[src/rtl/packet_sink_pkg.sv]
// packet_sink_pkg: shared types for the packet sink.
//   FLIT_t        : {valid, type[1:0], payload[15:0]}.
//   Head payload  : {xaddr[7:0], yaddr[7:0]}.
//   Body payload  : data. Tail payload: reserved tag.
//   ROUTER_CONFIG : attached-router coordinates. SINK_ERR_t: error codes.
package packet_sink_pkg;
  localparam int FLIT_SIZE = 19;
  localparam int PAYLOAD_W = 16;

  typedef enum logic [1:0] {
    HEAD_FLIT = 2'd0,
    BODY_FLIT = 2'd1,
    TAIL_FLIT = 2'd2,
    NONE_FLIT = 2'd3
  } FLIT_TYPE_t;

  typedef struct packed {
    logic [FLIT_SIZE-1:0] flit;
  } FLIT_t;

  typedef struct packed {
    int xaddr;
    int yaddr;
  } ROUTER_CONFIG;

  typedef enum logic [2:0] {
    ERR_NONE    = 3'd0,
    BAD_FIRST   = 3'd1,
    BAD_ADDR    = 3'd2,
    BAD_BODY    = 3'd3,
    BAD_TAIL    = 3'd4,
    ERR_TIMEOUT = 3'd5
  } SINK_ERR_t;

  typedef enum logic [2:0] {
    S_IDLE  = 3'd0,
    S_HEAD  = 3'd1,
    S_BODY  = 3'd2,
    S_TAIL  = 3'd3,
    S_ERR   = 3'd4,
    S_DRAIN = 3'd5
  } sink_state_t;

  function automatic logic flit_valid(input FLIT_t f);
    return f.flit[FLIT_SIZE-1];
  endfunction

  function automatic FLIT_TYPE_t flit_type(input FLIT_t f);
    return FLIT_TYPE_t'(f.flit[FLIT_SIZE-2 -: 2]);
  endfunction

  function automatic logic [PAYLOAD_W-1:0] flit_payload(input FLIT_t f);
    return f.flit[PAYLOAD_W-1:0];
  endfunction

  // Builds a valid flit of the given type.
  function automatic FLIT_t make_flit(input FLIT_TYPE_t t, input logic [PAYLOAD_W-1:0] p);
    FLIT_t f;
    f.flit = {1'b1, t, p};
    return f;
  endfunction

  // 16-bit increment that holds at all-ones.
  function automatic logic [15:0] sat_inc16(input logic [15:0] v);
    return (v == 16'hFFFF) ? v : (v + 16'd1);
  endfunction
endpackage

[src/rtl/packet_sink_if.sv]
// packet_sink_if: req/ack flit link between a generator and the sink.
//   rec_req : sender requests to transmit a packet (master -> slave)
//   flit    : incoming flit, MSB is the valid bit      (master -> slave)
//   rec_ack : grant, flits are accepted while high    (slave -> master)
interface packet_sink_if;
  logic                  rec_req;
  logic                  rec_ack;
  packet_sink_pkg::FLIT_t flit;

  modport master (output rec_req, output flit, input rec_ack);
  modport slave  (input rec_req, input flit, output rec_ack);
endinterface

[src/rtl/packet_sink_sat.sv]
// sat_counter: synchronous up-counter that holds at all-ones.
//   clk, reset : clock, synchronous active-high reset
//   i_clear    : zero the count (wins over i_inc)
//   i_inc      : count one event
//   o_count    : current value (registered)
module sat_counter #(
  parameter int W = 16
) (
  input  logic         clk,
  input  logic         reset,
  input  logic         i_clear,
  input  logic         i_inc,
  output logic [W-1:0] o_count
);
  logic [W-1:0] r_count;

  // Count register with clear priority and saturation.
  always_ff @(posedge clk) begin
    if (reset) begin
      r_count <= {W{1'b0}};
    end else if (i_clear) begin
      r_count <= {W{1'b0}};
    end else if (i_inc && (r_count != {W{1'b1}})) begin
      r_count <= r_count + {{(W-1){1'b0}}, 1'b1};
    end else begin
      r_count <= r_count;
    end
  end

  assign o_count = r_count;
endmodule

[src/rtl/packet_sink.sv]
// packet_sink: terminal consumer of the req/ack flit protocol. Grants a
// sender, checks head/body/tail structure and head destination, and counts
// good and malformed packets.
//   clk, reset          : clock, synchronous active-high reset
//   i_enable            : allow new grants
//   rx (slave)          : rec_req / rec_ack / flit link
//   i_clear             : zero counters and error code
//   o_pkt_done/o_pkt_err: one-cycle event pulses
//   o_err_code          : last error code, sticky until i_clear
//   o_tail_tag/o_body_xor: tail tag and body XOR of last good packet
//   o_pkt_count/o_err_count: saturating event counters
// Optional macro PACKET_SINK_LATENCY_EN adds o_last_latency/o_max_latency.
module packet_sink
  import packet_sink_pkg::*;
#(
  parameter int           BODY_COUNT  = 2,
  parameter ROUTER_CONFIG router_conf = '{default: 9999},
  parameter int           TIMEOUT     = 64,
  parameter int           CNT_W       = 16
) (
  input  logic             clk,
  input  logic             reset,
  input  logic             i_enable,
  packet_sink_if.slave     rx,
  input  logic             i_clear,
  output logic             o_pkt_done,
  output logic             o_pkt_err,
  output logic [2:0]       o_err_code,
  output logic [15:0]      o_tail_tag,
  output logic [15:0]      o_body_xor,
  output logic [CNT_W-1:0] o_pkt_count,
  output logic [CNT_W-1:0] o_err_count
`ifdef PACKET_SINK_LATENCY_EN
  ,
  output logic [15:0]      o_last_latency,
  output logic [15:0]      o_max_latency
`endif
);
  localparam int BC_W   = $clog2(BODY_COUNT + 1);
  localparam int IDLE_W = $clog2(TIMEOUT + 1);

  sink_state_t      r_state;
  logic             r_rec_ack, r_pkt_done, r_pkt_err, r_err_to_idle;
  logic [2:0]       r_err_code;
  logic [15:0]      r_tail_tag, r_body_xor, r_acc;
  logic [BC_W-1:0]  r_body_cnt;
  logic [IDLE_W-1:0] r_idle;

  logic             w_valid, w_grant, w_addr_ok, w_idle_to, w_is_tail;
  FLIT_TYPE_t       w_type;
  logic [15:0]      w_payload;
  logic [BC_W-1:0]  w_body_nxt;
  logic             w_err_evt, w_err_to_idle, w_done_evt;
  SINK_ERR_t        w_err_code;

  assign w_valid    = flit_valid(rx.flit);
  assign w_type     = flit_type(rx.flit);
  assign w_payload  = flit_payload(rx.flit);
  assign w_is_tail  = w_valid && (w_type == TAIL_FLIT);
  assign w_grant    = (r_state == S_IDLE) && rx.rec_req && i_enable;
  assign w_addr_ok  = ({24'd0, w_payload[15:8]} == router_conf.xaddr) &&
                      ({24'd0, w_payload[7:0]}  == router_conf.yaddr);
  // Fires on the idle cycle that brings the idle counter up to TIMEOUT.
  assign w_idle_to  = !w_valid && (r_idle == IDLE_W'(TIMEOUT - 1));
  assign w_body_nxt = r_body_cnt + BC_W'(1);

  // Error / completion decode for the current flit; feeds the FSM and counters.
  always_comb begin
    w_err_evt     = 1'b0;
    w_err_to_idle = 1'b0;
    w_err_code    = ERR_NONE;
    w_done_evt    = 1'b0;
    case (r_state)
      S_HEAD: begin
        if (w_valid && (w_type != HEAD_FLIT)) begin
          w_err_evt = 1'b1; w_err_code = BAD_FIRST; w_err_to_idle = w_is_tail;
        end else if (w_valid && !w_addr_ok) begin
          w_err_evt = 1'b1; w_err_code = BAD_ADDR;
        end else if (w_idle_to) begin
          w_err_evt = 1'b1; w_err_code = ERR_TIMEOUT; w_err_to_idle = 1'b1;
        end else begin
          w_err_evt = 1'b0;
        end
      end
      S_BODY: begin
        if (w_valid && ((w_type == HEAD_FLIT) || (w_type == TAIL_FLIT))) begin
          w_err_evt = 1'b1; w_err_code = BAD_BODY; w_err_to_idle = w_is_tail;
        end else if (w_idle_to) begin
          w_err_evt = 1'b1; w_err_code = ERR_TIMEOUT; w_err_to_idle = 1'b1;
        end else begin
          w_err_evt = 1'b0;
        end
      end
      S_TAIL: begin
        if (w_is_tail) begin
          w_done_evt = 1'b1;
        end else if (w_valid) begin
          w_err_evt = 1'b1; w_err_code = BAD_TAIL;
        end else if (w_idle_to) begin
          w_err_evt = 1'b1; w_err_code = ERR_TIMEOUT; w_err_to_idle = 1'b1;
        end else begin
          w_err_evt = 1'b0;
        end
      end
      default: begin
        w_err_evt = 1'b0;
      end
    endcase
  end

  // Receive FSM with registered ack, pulses, error code and packet results.
  always_ff @(posedge clk) begin
    if (reset) begin
      r_state <= S_IDLE;   r_rec_ack <= 1'b0;   r_pkt_done <= 1'b0;
      r_pkt_err <= 1'b0;   r_err_to_idle <= 1'b0; r_err_code <= 3'd0;
      r_tail_tag <= 16'd0; r_body_xor <= 16'd0; r_acc <= 16'd0;
      r_body_cnt <= {BC_W{1'b0}}; r_idle <= {IDLE_W{1'b0}};
    end else begin
      r_pkt_done <= 1'b0;
      r_pkt_err  <= 1'b0;
      if (i_clear) begin
        r_err_code <= 3'd0;
      end else if (w_err_evt) begin
        r_err_code <= w_err_code;
      end else begin
        r_err_code <= r_err_code;
      end
      // Inside a packet: accepted flits restart the idle count.
      if (r_state == S_IDLE || w_valid) begin
        r_idle <= {IDLE_W{1'b0}};
      end else if (r_idle != IDLE_W'(TIMEOUT)) begin
        r_idle <= r_idle + IDLE_W'(1);
      end else begin
        r_idle <= r_idle;
      end
      case (r_state)
        S_IDLE: begin
          if (w_grant) begin
            r_state   <= S_HEAD;
            r_rec_ack <= 1'b1;
          end else begin
            r_rec_ack <= 1'b0;
          end
        end
        S_HEAD, S_BODY, S_TAIL: begin
          if (w_err_evt) begin
            r_state       <= S_ERR;
            r_pkt_err     <= 1'b1;
            r_err_to_idle <= w_err_to_idle;
            r_idle        <= {IDLE_W{1'b0}};
          end else if (w_done_evt) begin
            r_state    <= S_IDLE;
            r_rec_ack  <= 1'b0;
            r_pkt_done <= 1'b1;
            r_tail_tag <= w_payload;
            r_body_xor <= r_acc;
          end else if (w_valid && (r_state == S_HEAD)) begin
            r_state    <= S_BODY;
            r_body_cnt <= {BC_W{1'b0}};
            r_acc      <= 16'd0;
          end else if (w_valid && (r_state == S_BODY) && (w_type == BODY_FLIT)) begin
            r_body_cnt <= w_body_nxt;
            r_acc      <= r_acc ^ w_payload;
            if (w_body_nxt == BC_W'(BODY_COUNT)) begin
              r_state <= S_TAIL;
            end else begin
              r_state <= S_BODY;
            end
          end else begin
            r_state <= r_state;
          end
        end
        S_ERR: begin
          // A tail arriving during the error cycle already ends the packet.
          if (r_err_to_idle || w_is_tail) begin
            r_state   <= S_IDLE;
            r_rec_ack <= 1'b0;
          end else begin
            r_state <= S_DRAIN;
          end
        end
        S_DRAIN: begin
          if (w_is_tail || w_idle_to) begin
            r_state   <= S_IDLE;
            r_rec_ack <= 1'b0;
          end else begin
            r_state <= S_DRAIN;
          end
        end
        default: begin
          r_state   <= S_IDLE;
          r_rec_ack <= 1'b0;
        end
      endcase
    end
  end

  sat_counter #(.W(CNT_W)) u_pkt_cnt (
    .clk(clk), .reset(reset), .i_clear(i_clear), .i_inc(w_done_evt), .o_count(o_pkt_count)
  );
  sat_counter #(.W(CNT_W)) u_err_cnt (
    .clk(clk), .reset(reset), .i_clear(i_clear), .i_inc(w_err_evt), .o_count(o_err_count)
  );

`ifdef PACKET_SINK_LATENCY_EN
  logic [15:0] w_lat_run, w_lat_now, r_last_lat, r_max_lat;
  logic        w_in_pkt;

  assign w_in_pkt  = (r_state == S_HEAD) || (r_state == S_BODY) || (r_state == S_TAIL);
  // Running count restarts when ack rises; the tail cycle itself is included.
  assign w_lat_now = sat_inc16(w_lat_run);

  sat_counter #(.W(16)) u_lat_cnt (
    .clk(clk), .reset(reset), .i_clear(w_grant), .i_inc(w_in_pkt), .o_count(w_lat_run)
  );

  // Latency results; a completing packet reloads them even under i_clear.
  always_ff @(posedge clk) begin
    if (reset) begin
      r_last_lat <= 16'd0;
      r_max_lat  <= 16'd0;
    end else if (w_done_evt) begin
      r_last_lat <= w_lat_now;
      r_max_lat  <= (i_clear || (w_lat_now > r_max_lat)) ? w_lat_now : r_max_lat;
    end else if (i_clear) begin
      r_last_lat <= 16'd0;
      r_max_lat  <= 16'd0;
    end else begin
      r_last_lat <= r_last_lat;
      r_max_lat  <= r_max_lat;
    end
  end

  assign o_last_latency = r_last_lat;
  assign o_max_latency  = r_max_lat;
`endif

  assign rx.rec_ack = r_rec_ack;
  assign o_pkt_done = r_pkt_done;
  assign o_pkt_err  = r_pkt_err;
  assign o_err_code = r_err_code;
  assign o_tail_tag = r_tail_tag;
  assign o_body_xor = r_body_xor;
endmodule

[src/flat_wrapper.sv]
// flat-port wrapper written by rule: the top's interface ports become plain ports
module packet_sink_flat import packet_sink_pkg::*;
#(
  parameter int           BODY_COUNT  = 2,
  parameter ROUTER_CONFIG router_conf = '{default: 9999},
  parameter int           TIMEOUT     = 64,
  parameter int           CNT_W       = 16
)
  (clk, reset, i_enable, i_clear, o_pkt_done, o_pkt_err, o_err_code, o_tail_tag, o_body_xor, o_pkt_count, o_err_count, rx_rec_req, rx_flit, rx_rec_ack);
  packet_sink_if rx_i ();
  input  logic clk;
  input  logic reset;
  input  logic i_enable;
  input  logic i_clear;
  output logic o_pkt_done;
  output logic o_pkt_err;
  output logic [2:0] o_err_code;
  output logic [15:0] o_tail_tag;
  output logic [15:0] o_body_xor;
  output logic [CNT_W-1:0] o_pkt_count;
  output logic [CNT_W-1:0] o_err_count;
  input wire logic [$bits(rx_i.rec_req)-1:0] rx_rec_req;
  input wire logic [$bits(rx_i.flit)-1:0] rx_flit;
  output wire logic [$bits(rx_i.rec_ack)-1:0] rx_rec_ack;
  assign rx_i.rec_req = rx_rec_req;
  assign rx_i.flit = rx_flit;
  assign rx_rec_ack = rx_i.rec_ack;
  packet_sink #(.BODY_COUNT(BODY_COUNT), .router_conf(router_conf), .TIMEOUT(TIMEOUT), .CNT_W(CNT_W)) u_core (.clk(clk), .reset(reset), .i_enable(i_enable), .rx(rx_i), .i_clear(i_clear), .o_pkt_done(o_pkt_done), .o_pkt_err(o_pkt_err), .o_err_code(o_err_code), .o_tail_tag(o_tail_tag), .o_body_xor(o_body_xor), .o_pkt_count(o_pkt_count), .o_err_count(o_err_count));
endmodule
[config.mk]
export PLATFORM = sky130hd
export DESIGN_NAME = packet_sink_flat
export DESIGN_NICKNAME = d
export VERILOG_FILES = /design/src/rtl/packet_sink_pkg.sv /design/src/rtl/packet_sink_if.sv /design/src/rtl/packet_sink_sat.sv /design/src/rtl/packet_sink.sv /design/src/flat_wrapper.sv
export SDC_FILE = /design/constraint.sdc
export NUM_CORES = 1
export LEC_CHECK = 0
export ABC_AREA = 1
export CAP_MARGIN = 10
export CORE_MARGIN = 2
export CORE_UTILIZATION = 45
export CTS_BUF_LIST = sky130_fd_sc_hd__clkbuf_2
export DETAILED_ROUTE_END_ITERATION = 8
export PLACE_DENSITY = 0.72
export SLEW_MARGIN = 20
export SYNTH_ARGS = -nofsm -noshare
export SYNTH_HDL_FRONTEND = slang
export SYNTH_SLANG_ARGS = --single-unit
[constraint.sdc]
create_clock -name clk -period 4.35 [get_ports clk]
set_clock_uncertainty 0.1 [all_clocks]
set_input_delay 0.87 -clock clk [delete_from_list [all_inputs] [get_ports clk]]
set_output_delay 0.87 -clock clk [all_outputs]
set_load 0.05 [all_outputs]
* After elaboration in Yosys (flattened, before gate mapping)
Index checks and enable logic that the tools add are counted.
Word-level totals: bits in registers 99, input bits 24, output and inout bits 70
Cells by class: bitwise operators 4, $add $sub $neg 4, eq/ne operators 18, reductions and logical operators 29, multiplexer cells 45
Operator list (count):
- 2-to-1 mux 3 bit | 13
- adder 16 x 1 -> 16 bit (second input constant) | 2
- 2-to-1 mux 16 bit | 2
- inequality test 16 bit (second input constant) | 2
- 2-to-1 mux 7 bit | 4
- 2-to-1 mux 1 bit | 19
- XOR 16 bit | 1
- case mux 3 bit (4 select lines) | 1
- logical AND 1 bit | 11
- case mux 3 bit (3 select lines) | 1
- AND reduction 4 bit | 2
- adder 7 x 1 -> 7 bit (second input constant) | 1
- == test 7 x 6 -> 1 bit (second input constant) | 1
- inequality test 7 bit (second input constant) | 1
- == test 3 x 2 -> 1 bit (second input constant) | 2
- == test 3 bit (second input constant) | 2
- inequality test 2 x 1 -> 1 bit (second input constant) | 3
- case mux 1 bit (3 select lines) | 2
- OR reduction 3 bit | 2
- inequality test 5 x 3 -> 1 bit (second input constant) | 1
- == test 2 bit (second input constant) | 2
- logical OR 1 bit | 4
- 2-to-1 mux 2 bit | 2
- inequality test 2 bit (second input constant) | 2
- other kinds (12) | 17

* Depth between registers and ports, before layout
word-level depth 8, mapped depth 11, depth with buffers taken out 11

* Hierarchy
A second synthesis with hierarchy kept.
Second synthesis, totals: cell total of the unflattened synthesis 660, area total of the unflattened synthesis 4788.3 um^2
By module, submodules not included:
- packet_sink | times used 1, area an instance 2825.2 um^2, seq. area each 1341.3 um^2, cells each 348
- sat_counter (u_core.u_err_cnt) | times used 1, area an instance 1004.7 um^2, seq. area each 320.3 um^2, cells each 156
- sat_counter (u_core.u_pkt_cnt) | times used 1, area an instance 958.4 um^2, seq. area each 320.3 um^2, cells each 156

* Least setup slack after synthesis
No wires, ideal clock.
path type register to register, start point reg u_core.u_err_cnt.r_count[0] (netlist: u_core.u_err_cnt.o_count[0]), end point reg u_core.u_err_cnt.r_count[2] (netlist: u_core.u_err_cnt.o_count[2]), data arrival time 1.982 ns, cell stages (with the launch flop) 11, setup slack 2.198 ns, buffers on the path 1, period minus slack after synthesis 2.152 ns, cells stage by stage dfxtp_1 ha_1 nand3_2 inv_2 nand3_2 nor3_2 nand2_2 nand2_4 buf_6 nand2_1 a21oi_1
On the way: word-level cells in the longest chain between the ends 2, elaborated cells between the ends (all ways) 3
RTL lines:
- from (decl) | line packet_sink_sat.sv:15 | logic [W-1:0] r_count;
- from (signal assigned) | line packet_sink_sat.sv:20 | r_count <= {W{1'b0}};
- from (signal assigned) | line packet_sink_sat.sv:22 | r_count <= {W{1'b0}};
- from (signal assigned) | line packet_sink_sat.sv:24 | r_count <= r_count + {{(W-1){1'b0}}, 1'b1};
- parallel branches: the longest is 2 deep, another holds adder 16 x 1 -> 16 bit
Parallel ways; which one is timed is not known. A chain may end at the register's enable or synchronous reset.

* Worst setup path in the final report
start point reg u_core.u_err_cnt.r_count[0] (netlist: u_core.u_err_cnt.o_count[0]), end point out o_err_count[0]
RTL lines:
- to (decl) | line flat_wrapper.sv:21 | output logic [CNT_W-1:0] o_err_count;
No word-level cell between the ends.

==> impl_metrics.env <==
export IMPL_diodes=0
export IMPL_syn_cell_area_um2=4500
export IMPL_synth_enable_flop_cells=0
export IMPL_final_cell_count_no_fill=839
export IMPL_synth_area_mux_share_pct=0
export IMPL_p_sw_share_pct=30.9
export IMPL_dieHeight_um=104
export IMPL_cts_hold_buf=0
export IMPL_maxCapViolCount=0
export IMPL_synth_seq_cells=99
export IMPL_postRouteWirelength_um=10900
export IMPL_gr_usage_all_layers_pct=20.1
export IMPL_path_class="reg2out"
export IMPL_drive_gt1_share_pct=6.52
export IMPL_synth_largest_area_cell="dfxtp_1"
export IMPL_ir_drop_mv=0.144
export IMPL_leakage_nw=1.96
export IMPL_cp_start_kind="flop"
export IMPL_crit_path_start="u_core.u_err_cnt.o_count[0]"
export IMPL_ant_nets=0
export IMPL_drv_slew=0
export IMPL_grt_pass1_vias=4004
export IMPL_grt_max_degree=49
export IMPL_core_um2=9730
export IMPL_dr_pass1_iters=4
export IMPL_synth_avg_cell_area_um2=7.31
export IMPL_synth_area_top_cells="dfxtp_1, nand2_1, nor2_1"
export IMPL_tns_ns=0
export IMPL_rsz0062_at_grt="no"
export IMPL_endpoint_kind="primary output"
export IMPL_critical_path_slowest_cell="clkdlybuf4s50_1"
export IMPL_max_slew_margin_rel_pct=34.6
export IMPL_p_sw_mw=0.485
export IMPL_ys_warn_count=0
export IMPL_cts_htree_levels=3
export IMPL_antenna_found_initial=0
export IMPL_vias=4240
export IMPL_crit_fanout=8
export IMPL_final_util_pct=57.7
export IMPL_tightest_slew_ns=0.975
export IMPL_synth_top_area_share_pct=44.1
export IMPL_setup_viol=0
export IMPL_synth_top_family_by_area="simple AND/OR/NAND/NOR gates"
export IMPL_synth_seq_area_share_pct=44.1
export IMPL_fin_crit_ns=2.90
export IMPL_cp_slowest_stage_delay_ns=0.86
export IMPL_initial_core_util_pct=46.2
export IMPL_cellPowerDensity_nw_per_um2=279
export IMPL_yosys_area_share_simple_pct=28.1
export IMPL_grt_pass1_wl_um=18300
export IMPL_hp_start="u_core.r_acc[12]"
export IMPL_dieArea_um2=10800
export IMPL_wl_per_cell_um=13.0
export IMPL_cts_buffers=9
export IMPL_rr_startpoint="u_core.u_err_cnt.o_count[0]"
export IMPL_cts_resized=0
export IMPL_postCtsSetupBuffers=0
export IMPL_p_comb_share_pct=13.5
export IMPL_seqPwrFrac_pct=59.9
export IMPL_port_buffers=93
export IMPL_vias_per_cell=5.05
export IMPL_synth_xor_area_share_pct=4.48
export IMPL_synth_most_common_cell="nand2_1"
export IMPL_tritoncts="yes"
export IMPL_synthDistinctLibCells=33
export IMPL_synthTopCellsByCount="nand2_1, dfxtp_1, nor2_1"
export IMPL_cpLargestDelayFamily="buffers and inverters"
export IMPL_dp_final_hpwl_um=7720
export IMPL_cp_arrival_ns=1.93
export IMPL_first_iter_violations=216
export IMPL_syn_inst=615
export IMPL_clk_latency_ns=0.55
export IMPL_finalCritPeriodShare_pct=66.7
export IMPL_ys_async_sr_fraction_pct=0
export IMPL_cts_root_buf="clkbuf_2"
export IMPL_synth_fa_ha_area_share_pct=1.39
export IMPL_clk_pin_slew_ns=0.29
export IMPL_die_w_um=104
export IMPL_finish_net_count=730
export IMPL_place_congestion=0.885
export IMPL_syn_nets=644
export IMPL_ys_flop_type="dfxtp_1"
export IMPL_path_cells="clkdlybuf4s50_1"
export IMPL_io_pins=94
export IMPL_power_mw=1.57
export IMPL_hp_class="reg2reg"
export IMPL_power_frac_clock_pct=26.6
export IMPL_synth_compound_area_share_pct=14.8
export IMPL_core_rowCount=36
export IMPL_numClockSinks=99
export IMPL_drc=0
export IMPL_clockBufferDepth=2
export IMPL_status="finished clean"
export IMPL_hold_viol=0
export IMPL_syn2layout_area_growth_pct=24.9
export IMPL_worstPathRequired_ns=3.38
export IMPL_crit_buf_inv=1
export IMPL_max_freq_mhz=345
export IMPL_power_internal_mw=1.08
export IMPL_place_inst=823
export IMPL_grt_overflow_total=0
==> layout make-up <==
| cell class | count | area, um^2 |
|---|---|---|
| fillers | 921 | 4110 |
| multi-input cells | 438 | 2190 |
| flip-flops and latches | 99 | 1980 |
| repair buffers | 97 | 961 |
| inverters | 56 | 210 |
| well taps | 133 | 166 |
| clock inverters | 7 | 56.3 |
| clock buffers | 9 | 45.0 |
==> power by group through the flow <==
| stage | clock network (mW) | logic [mW] | registers [mW] |
|---|---|---|---|
| after floorplan | 0 | 0.138 | 0.967 |
| after global placement | 0 | 0.205 | 0.954 |
| after detailed placement | 0 | 0.211 | 0.955 |
| after CTS | 0.432 | 0.211 | 0.940 |
| after global routing | 0.466 | 0.236 | 0.943 |
| final | 0.418 | 0.212 | 0.940 |
==> cell families (layout without fill, tap and decap cells) <==
logic type / count (synthesis) / in the layout
compound gates: 127 / 127
xor+xnor: 23 / 23
fa+ha+maj: 5 / 5
buf+inv: 78 / 169
flops: 99 / 99
simple gates: 283 / 283
==> layout by cell type (no fill, tap or decap) <==
master	n
a21boi_0	1
a21o_1	1
a21oi_1	60
a31oi_1	9
buf_4	4
clkbuf_2	9
clkdlybuf4s50_1	93
clkinv_1	1
clkinv_2	1
clkinvlp_4	1
dfxtp_1	99
ha_1	5
inv_1	49
inv_2	6
inv_6	5
nand2_1	112
nand2_2	5
nand2_4	2
nand3_1	34
nand3_2	4
nand4_1	7
nor2_1	97
nor2_2	1
nor3_1	7
nor3_2	3
nor3_4	1
nor3b_1	1
nor3b_2	1
nor4_4	1
o21a_1	1
o21ai_0	46
o21ai_1	8
o21ai_4	1
or2_0	6
or2_2	1
xnor2_1	10
xor2_1	13
==> registers in the layout, summed over array words and instances, names as in the netlist <==
register,count
u_core.r_err_to_idle,1
u_core.o_body_xor,16
u_core.o_err_code,3
u_core.r_acc,16
u_core.o_pkt_err,1
u_core.u_err_cnt.o_count,16
u_core.rx.rec_ack,1
u_core.r_state,3
u_core.r_idle,7
u_core.o_tail_tag,16
u_core.u_pkt_cnt.o_count,16
u_core.r_body_cnt,2
u_core.o_pkt_done,1
==> routing by layer <==
metal | GRT usage, % | routed length [um] | vias to the layer above
met5 | 0 | 0 | -
met4 | 7.24 | 162 | 0
met3 | 4.89 | 631 | 11
met2 | 33.7 | 5150 | 101
met1 | 25.1 | 4940 | 1957
li1 | - | - | 2171
==> metrics by stage <==
| stage | cell area [um^2] | setup WS, ns | hold slack (ns) |
|---|---|---|---|
| floorplan | 4500 | 2.20 | 0.320 |
| global placement | 5510 | 1.49 | 0.331 |
| detailed placement | 5510 | 1.40 | 0.340 |
| CTS | 5620 | 1.40 | 0.373 |
| global route | 5620 | 1.34 | 0.396 |
| finish | 5620 | 1.45 | 0.375 |
==> final timing paths <==
kind	to	slack (ns)	cells after the start
min	u_core.r_acc[12]	0.38	1
max	o_err_count[0]	1.45	1
min reg2reg	u_core.r_acc[12]	0.38	1
max reg2reg	u_core.u_err_cnt.o_count[0]	2.22	10
(Power assumes the default switching activity.)
==> RTL change: new RTL, config.mk and constraints unchanged <==
Put a register stage on the output `o_pkt_count`. The value now appears one clock later. The other outputs are not delayed to match.
--- a/src/rtl/packet_sink.sv
+++ b/src/rtl/packet_sink.sv
@@ -39,6 +39,8 @@
   localparam int BC_W   = $clog2(BODY_COUNT + 1);
   localparam int IDLE_W = $clog2(TIMEOUT + 1);
 
+  logic [CNT_W-1:0] o_pkt_count_d;
+
   sink_state_t      r_state;
   logic             r_rec_ack, r_pkt_done, r_pkt_err, r_err_to_idle;
   logic [2:0]       r_err_code;
@@ -196,7 +198,7 @@
   end
 
   sat_counter #(.W(CNT_W)) u_pkt_cnt (
-    .clk(clk), .reset(reset), .i_clear(i_clear), .i_inc(w_done_evt), .o_count(o_pkt_count)
+    .clk(clk), .reset(reset), .i_clear(i_clear), .i_inc(w_done_evt), .o_count(o_pkt_count_d)
   );
   sat_counter #(.W(CNT_W)) u_err_cnt (
     .clk(clk), .reset(reset), .i_clear(i_clear), .i_inc(w_err_evt), .o_count(o_err_count)
@@ -241,5 +243,9 @@
   assign o_err_code = r_err_code;
   assign o_tail_tag = r_tail_tag;
   assign o_body_xor = r_body_xor;
+  always_ff @(posedge clk) begin
+    o_pkt_count <= o_pkt_count_d;
+  end
+
 endmodule
 
Check against the original RTL: same outputs for any inputs over 4 cycles, from zero or initial values and one cycle with reset high; that may be too few to reach the edited logic, so the function may still have changed.
==> RTL change against the original RTL <==
Sequential share of layout area grew 3.0 points; clock power is 64% higher; final area grew 7.0%; critical path type unchanged; synthesized cell count increased by 0.49%; combinational power increased by 5%; sequential cell count rose by 16; power is 27% higher; synthesized area is 6.2% higher; critical path depth did not move; first-iteration DRC count is 26% lower; critical endpoint unchanged; worst setup slack got worse by 0.028 ns; wire length rose by 1.8%.
==> RTL change: results <==
[worst_setup_path]
arrival_ns = 1.96
rrSetupSlack_ns = 2.16
crit_path_max_fanout = 6

[finish]
layout-drive-gt1-share = 0.0912

[timing]
relSlewSlack = 0.567
fmax_mhz = 342
hold_ws_ns = 0.294

[place]
dpl_cell_area_sq_mm = 0.00577
place_congestion = 0.887
post-place-ws_ns = 1.10

[grt]
grt_start_max_net_pins = 58
track_usage = 0.199
grt_pass1_wl_mm = 18.4

[route]
drtIter0Drc = 160
vias_per_cell = 5.01
dr.pass1.iters = 7

[yosys]
yosys-top-cells-area = dfxtp_1, nand2_1, nor2_1
syn_area_per_cell_sq_um = 7.73
yosysSeqAreaShare = 0.482
synthTopCellsByCount = dfxtp_1, nand2_1, nor2_1

[status]
outcome = finished, final reports clean

[power]
p_int_uw = 1410
p_leak_uw = 0.00224

[clock_network]
clock_latency_ns = 0.62
clk_pin_slew_ns = 0.19
htreeDepth = 4
[RTL change: changes by cell type in the layout (fill, tap and decap cells not counted), moves of 13 or more]
cell     before  now
dfxtp_1      99  115
o21ai_0      46   59
nand2_1     112   90
nand3_1      34   20
nor2_1       97   84
inv_1        49   66
[RTL change: area by class of cell]
cell class / instances / area (sq um) / area share
Sequential cell: 115 / 2300 / 0.383
Multi-Input combinational cell: 407 / 2070 / 0.344
Timing Repair Buffer: 95 / 946 / 0.157
Inverter: 75 / 282 / 0.0468
Tap cell: 136 / 170 / 0.0283
Clock inverter: 15 / 156 / 0.0260
Clock buffer: 17 / 85.1 / 0.0142
[RTL change: path summary, 6_finish.rpt]
path / to / start / depth (start not counted)
max: o_err_count[0] / u_core.u_err_cnt.o_count[0] / 1
min: u_core.o_pkt_count[14] / u_core.u_pkt_cnt.o_count[14] / 0
max reg2reg: u_core.r_state[1] / u_core.r_state[1] / 9
min reg2reg: u_core.o_pkt_count[14] / u_core.u_pkt_cnt.o_count[14] / 0
[RTL change: kinds of logic after synthesis]
group                      after synthesis  share of synthesized area
and+or+nand+nor                        245                      0.236
xor gates and xnor gates                14                     0.0257
AOI/OAI and AO/OA                      143                      0.158
DFF                                    115                      0.482
buffers and inverters                   96                     0.0849
adders and majority gates                5                     0.0131
[RTL change: power by group through the flow]
stage | sequential, uW | combinational [uW] | clock (uW)
CTS | 1080 | 220 | 706
global placement | 1110 | 214 | 0
floorplan | 1120 | 147 | 0
finish | 1080 | 222 | 684
detailed placement | 1110 | 218 | 0
global route | 1090 | 245 | 756
[RTL change: routing by layer]
metal,wire (microns),global-route usage,part of all wire
met1,4850,0.234,0.44
met3,551,0.0584,0.050
met5,0,0,0
met4,80,0.0603,0.0072
met2,5600,0.349,0.51
